File: src/rtl/key_event_decoder_pkg.sv
// -----------------------------------------------------------------------------
// key_evt_pkg
// Shared definitions for the key event decoder slice:
//   - CNT_W            : width of the single state-timing counter
//   - *_DEF            : default timing values in clk cycles (50 MHz clock)
//   - key_state_t      : FSM state encoding
// Optional feature macro used by the slice: KEY_EVT_REPEAT_EN
// -----------------------------------------------------------------------------
package key_evt_pkg;

  localparam int unsigned CNT_W = 26;

  // 1 s hold qualifies a long press
  localparam logic [CNT_W-1:0] LONG_CNT_DEF   = 26'd50_000_000;
  // 300 ms window after first release for the second press
  localparam logic [CNT_W-1:0] DCLICK_WIN_DEF = 26'd15_000_000;
  // 200 ms auto-repeat period
  localparam logic [CNT_W-1:0] REPEAT_CNT_DEF = 26'd10_000_000;

  typedef enum logic [2:0] {
    ST_IDLE      = 3'd0,
    ST_PRESS     = 3'd1,
    ST_LONG_HELD = 3'd2,
    ST_WAIT_2ND  = 3'd3,
    ST_PRESS2    = 3'd4
  } key_state_t;

endpackage : key_evt_pkg

File: src/rtl/key_event_decoder_edge_det.sv
// -----------------------------------------------------------------------------
// key_edge_det
// Registers the debounced key level and derives press/release strobes.
// Key level convention: 1 = released, 0 = pressed.
// Ports:
//   clk        : system clock
//   rst        : synchronous active-high reset
//   i_key      : debounced key level
//   o_press    : high for the cycle a 1->0 transition is seen
//   o_release  : high for the cycle a 0->1 transition is seen
// Parameters:
//   RST_VAL    : reset value of the delayed key copy. 0 (the pressed level)
//                means a key held through reset yields no press strobe.
// -----------------------------------------------------------------------------
module key_edge_det #(
  parameter logic RST_VAL = 1'b0
) (
  input  logic clk,
  input  logic rst,
  input  logic i_key,
  output logic o_press,
  output logic o_release
);

  logic r_key_d;

  always_ff @(posedge clk) begin
    if (rst) begin
      r_key_d <= RST_VAL;
    end else begin
      r_key_d <= i_key;
    end
  end

  assign o_press   =  r_key_d & ~i_key;
  assign o_release = ~r_key_d &  i_key;

endmodule : key_edge_det

File: src/rtl/key_event_decoder.sv
// -----------------------------------------------------------------------------
// key_event_decoder
// Classifies debounced key activity into one-cycle event pulses:
// short press, long press, double click and (optionally) auto-repeat.
// Optional feature: define KEY_EVT_REPEAT_EN to enable auto-repeat while a
// long press is held; otherwise repeat_pulse is tied low.
// Ports:
//   clk          : system clock
//   rst          : synchronous active-high reset
//   key_filter   : debounced key level, 1 = released, 0 = pressed
//   short_pulse  : single short press (after double-click window expires)
//   long_pulse   : hold reached LONG_CNT
//   double_pulse : second release within the double-click window
//   repeat_pulse : auto-repeat tick while held after a long press
// Parameters (clk cycles):
//   LONG_CNT, DCLICK_WIN, REPEAT_CNT (REPEAT_CNT only with KEY_EVT_REPEAT_EN)
// -----------------------------------------------------------------------------
module key_event_decoder
  import key_evt_pkg::*;
#(
  parameter logic [CNT_W-1:0] LONG_CNT   = LONG_CNT_DEF,
  parameter logic [CNT_W-1:0] DCLICK_WIN = DCLICK_WIN_DEF,
  parameter logic [CNT_W-1:0] REPEAT_CNT = REPEAT_CNT_DEF
) (
  input  logic clk,
  input  logic rst,
  input  logic key_filter,
  output logic short_pulse,
  output logic long_pulse,
  output logic double_pulse,
  output logic repeat_pulse
);

  // Terminal counts compared against the counter value before increment.
  localparam logic [CNT_W-1:0] LONG_LAST   = LONG_CNT   - CNT_W'(1);
  localparam logic [CNT_W-1:0] DCLICK_LAST = DCLICK_WIN - CNT_W'(1);

  // A zero count would make the terminal value wrap to all ones.
  if (LONG_CNT == '0 || DCLICK_WIN == '0 || REPEAT_CNT == '0) begin : g_param_chk
    $fatal(1, "key_event_decoder: timing parameters must be non-zero");
  end

  logic w_press;
  logic w_release;

  key_edge_det #(
    .RST_VAL (1'b0)
  ) u_edge (
    .clk       (clk),
    .rst       (rst),
    .i_key     (key_filter),
    .o_press   (w_press),
    .o_release (w_release)
  );

  key_state_t       r_state;
  logic [CNT_W-1:0] r_cnt;
  logic             r_short;
  logic             r_long;
  logic             r_double;

`ifdef KEY_EVT_REPEAT_EN
  localparam logic [CNT_W-1:0] REPEAT_LAST = REPEAT_CNT - CNT_W'(1);
  logic             r_repeat;
`endif

  // Edge checks are placed ahead of terminal-count checks so that a
  // simultaneous edge wins: release beats long in PRESS, press beats the
  // short timeout in WAIT_2ND, release beats a repeat tick in LONG_HELD.
  always_ff @(posedge clk) begin
    if (rst) begin
      r_state  <= ST_IDLE;
      r_cnt    <= '0;
      r_short  <= 1'b0;
      r_long   <= 1'b0;
      r_double <= 1'b0;
`ifdef KEY_EVT_REPEAT_EN
      r_repeat <= 1'b0;
`endif
    end else begin
      r_short  <= 1'b0;
      r_long   <= 1'b0;
      r_double <= 1'b0;
`ifdef KEY_EVT_REPEAT_EN
      r_repeat <= 1'b0;
`endif
      unique case (r_state)
        ST_IDLE: begin
          r_cnt <= '0;
          if (w_press) begin
            r_state <= ST_PRESS;
          end
        end

        ST_PRESS: begin
          if (w_release) begin
            r_state <= ST_WAIT_2ND;
            r_cnt   <= '0;
          end else if (r_cnt == LONG_LAST) begin
            r_long  <= 1'b1;
            r_state <= ST_LONG_HELD;
            r_cnt   <= '0;
          end else begin
            r_cnt <= r_cnt + CNT_W'(1);
          end
        end

        ST_LONG_HELD: begin
          if (w_release) begin
            r_state <= ST_IDLE;
            r_cnt   <= '0;
`ifdef KEY_EVT_REPEAT_EN
          end else if (r_cnt == REPEAT_LAST) begin
            r_repeat <= 1'b1;
            r_cnt    <= '0;
          end else begin
            r_cnt <= r_cnt + CNT_W'(1);
          end
`else
          end
`endif
        end

        ST_WAIT_2ND: begin
          if (w_press) begin
            r_state <= ST_PRESS2;
            r_cnt   <= '0;
          end else if (r_cnt == DCLICK_LAST) begin
            r_short <= 1'b1;
            r_state <= ST_IDLE;
            r_cnt   <= '0;
          end else begin
            r_cnt <= r_cnt + CNT_W'(1);
          end
        end

        ST_PRESS2: begin
          r_cnt <= '0;
          if (w_release) begin
            r_double <= 1'b1;
            r_state  <= ST_IDLE;
          end
        end

        default: begin
          r_state <= ST_IDLE;
          r_cnt   <= '0;
        end
      endcase
    end
  end

  assign short_pulse  = r_short;
  assign long_pulse   = r_long;
  assign double_pulse = r_double;
`ifdef KEY_EVT_REPEAT_EN
  assign repeat_pulse = r_repeat;
`else
  assign repeat_pulse = 1'b0;
`endif

endmodule : key_event_decoder

File: config.mk
export PLATFORM = sky130hd
export DESIGN_NAME = key_event_decoder
export DESIGN_NICKNAME = d
export VERILOG_FILES = /design/src/rtl/key_event_decoder_pkg.sv /design/src/rtl/key_event_decoder_edge_det.sv /design/src/rtl/key_event_decoder.sv
export SDC_FILE = /design/constraint.sdc
export NUM_CORES = 1
export LEC_CHECK = 0
export ABC_AREA = 1
export CORE_MARGIN = 1
export CORE_UTILIZATION = 55
export DETAILED_ROUTE_END_ITERATION = 10
export PLACE_DENSITY = 0.73
export RECOVER_POWER = 100
export SYNTH_ARGS = -nofsm -noshare
export SYNTH_HDL_FRONTEND = slang
export SYNTH_SLANG_ARGS = --single-unit
File: constraint.sdc
create_clock -name clk -period 2.4 [get_ports clk]
set_input_delay 0.36 -clock clk [delete_from_list [all_inputs] [get_ports clk]]
set_output_delay 0.36 -clock clk [all_outputs]
set_load 0.02 [all_outputs]
==> impl_metrics.ini <==
[routing]
met3_wirelength_um = 332
top_layer = met4
wirelength_met1_um = 2199
drt_drc_violations_left = 0
wl_met2_um = 1965
wl_um = 4590
vias = 1956
dr.first_iter.drc_count = 120
route.detailed.wl_per_inst_um = 12.34
drtPass1Iterations = 4
antenna_left = 0
detail_routed_via_count_per_cell = 5.258

[placed_design]
portBuffers = 5
pre_cts_slack_ps = 378.7
globalplace.congestion = 1.004
placement_stage_cell_area_sq_um = 2090
dp.final_hpwl_um = 3502
placedCellCount = 365

[power]
leakagePower_nw = 0.9200
power.density_cell_area_nw_per_um2 = 551.7
worst_ir_drop_vdd_uv = 399.1

[timing]
maxSlewHeadroom_pct = 44.77
grt_setup_unrepaired = no
timing_worst_slew_pin_value_ps = 828.4
period_share_pct = 82.71
clock.fmax_mhz = 503.8
final-hold-violation-count = 0
slew_violations = 0
setup_viol = 0
clock_skew_ps = 6.004
minimum_setup_slack_in_the_final_design_ps = 414.9
post-route-min-period_ps = 1985
fin_worst_hold_slack_ps = 499.6
final.setup.tns_ps = 0

[worst_setup_path]
critical-path-top-delay-family = simple AND/OR/NAND/NOR gates
crit_arrival_ps = 2210
worst_path_max_delay_cell = sky130_fd_sc_hd__dfxtp_1
path_cells = ha_1, nand2_1, nor2_1, nand2_2, nor2_1, nand2_1, nand2_2, nand3b_1, o21ai_0, inv_1
worst_setup_path_end_kind = flop
setup.reg_to_reg.worst_slack_ps = 410
crit_path_largest_cell_delay_ps = 400
worstSetupPathType = reg -> reg
timing.critical_path.fanout_max = 5
worst_setup_path_start_kind = flop
required_ps = 2630
worstPathBufferInverterCount = 1

[min_path]
min_path_type = reg -> reg

[clocking]
clock-sinks = 33
cts_inserted_buffers = 5
clk-insertion-delay-late_ps = 330
clk_pin_slew_worst_paths_ps = 100
holdBufCountCts = 0
clock_path_buffers = 2
buffer_count_from_post_cts_setup_fixing = 0
cts_root_buf = sky130_fd_sc_hd__clkbuf_4
cts-resized-gates = 0
cts_h_tree_lvls = 2
tritoncts = done

[finish]
postLayoutCellArea_sq_um = 2131
fin_cells = 372
drive_gt1_share_pct = 8.282
area.growth.synth_to_final_pct = 7.445
antenna_cells = 0
fin_nets = 330
fillerInstances = 329

[yosys]
seq_area_frac_synth_pct = 33.31
yosys.area.top_type_share_pct = 33.31
synthMostInstantiatedCell = sky130_fd_sc_hd__nand2_1
ys_types = 32
yosys-top-cells-area = sky130_fd_sc_hd__dfxtp_1, sky130_fd_sc_hd__nand2_1, sky130_fd_sc_hd__nor2_1
synth_fp_nets = 319
yosys-top-cells-count = sky130_fd_sc_hd__nand2_1, sky130_fd_sc_hd__nor2_1, sky130_fd_sc_hd__inv_1
yosys.area.top_type = sky130_fd_sc_hd__dfxtp_1
synthesis.area_sq_um = 1983
async_flop_share_pct = 0
synthCells = 315
ys_seq_elements = 33
synth-edff-count = 0
yosysWarningCount = 0
post_synthesis_mean_instance_area_sq_um = 6.296
synth_top_flop_cell = sky130_fd_sc_hd__dfxtp_1

[floorplan]
floorplan.initialDensity_pct = 58.51
die_height_um = 62.05
coreArea_sq_um = 3390
io-pin-count = 7
die_w_um = 62.05
placement_rows = 21
die_area_sq_um = 3850

[grt]
grt_start_max_net_pins = 16
global_route.usage.total_pct = 26.79
grt_pass1_wl_um = 7389
grt.overflow.total = 0
first_global_vias = 1655
antenna_found_initial = 0

[outcome]
status = finished, final reports clean

[run]
timing.max_cap.violations = 0
[path summary, 6_finish.rpt]
check / start / endpoint / depth (start not counted)
hold / removal: r_state[2]$_SDFFE_PP0P_ / double_pulse$_SDFF_PP0_ / 2
setup reg to reg: r_cnt[0]$_SDFFE_PP0P_ / r_state[0]$_SDFFE_PP0P_ / 10
setup / recovery: r_cnt[0]$_SDFFE_PP0P_ / r_state[0]$_SDFFE_PP0P_ / 10
hold reg to reg: r_state[2]$_SDFFE_PP0P_ / double_pulse$_SDFF_PP0_ / 2
[report_power, final]
| part | internal [mW] | leakage, nW | switching (mW) | total, mW |
|---|---|---|---|---|
| Clock | 0.138 | 0.0314 | 0.184 | 0.322 |
| Combinational | 0.0783 | 0.622 | 0.190 | 0.269 |
| Sequential | 0.567 | 0.266 | 0.0177 | 0.585 |
[registers in the layout, indices dropped and copies added, names as in the netlist]
name	count
r_cnt	26
long_pulse	1
short_pulse	1
double_pulse	1
u_edge.r_key_d	1
r_state	3
[placed cells by master, fill, tap and decap left out, drive strengths merged]
cell,synthesis,layout
nor3b,1,1
nor2,63,63
buf,3,3
a21oi,10,10
nand2,89,89
a21o,1,1
xnor2,1,1
xor2,4,4
clkdlybuf4s50,0,1
a31o,2,2
nand3,21,21
conb,1,1
o21ai,11,11
clkinv,1,1
nand3b,2,2
ha,1,1
clkbuf,2,8
nor3,11,11
o211ai,2,2
dfxtp,33,33
a211oi,1,1
dlygate4sd3,0,4
nor4,1,1
inv,46,46
nand4,8,8
[cells by family (layout without fill, tap and decap cells)]
group	after synthesis	count (layout)	synth area share, %
AND/OR/NAND/NOR	196	196	45.49
buffers and inverters	52	63	10.47
flip-flops	33	33	33.31
AO/OA/AOI/OAI	27	27	7.697
XOR/XNOR	5	5	2.208
adder cells (fa/ha/maj)	1	1	0.6308
other	1	1	0.1891
[metrics by stage]
step                power (mW)  utilization (%)
floorplan               0.7965                -
global placement        0.8660            61.65
detailed placement      0.8670            61.65
CTS                      1.184            63.27
global route             1.239            62.86
finish                   1.176            62.86
[area by class of cell]
type                            instances  area (sq um)  share of cell area [%]
Tap cell                               46         57.56                   2.701
Clock buffer                            7         55.05                   2.584
Multi-Input combinational cell        230          1105                   51.85
Timing Repair Buffer                    9         76.32                   3.582
Sequential cell                        33         660.6                   31.00
Inverter                               47         176.4                   8.280
[layer usage]
metal,global-route usage (%),vias to the layer above
li1,-,1008
met1,37.37,865
met2,40.58,74
met3,5.383,9
met4,10.16,0
met5,0,-
[worst min-delay path, cell delays in order (launching register included)]
cell and delay [ps]:
sky130_fd_sc_hd__dfxtp_1 330, sky130_fd_sc_hd__nand2_1 90, sky130_fd_sc_hd__nor3_1 40
No activity file was read; power rests on OpenSTA's default activity.
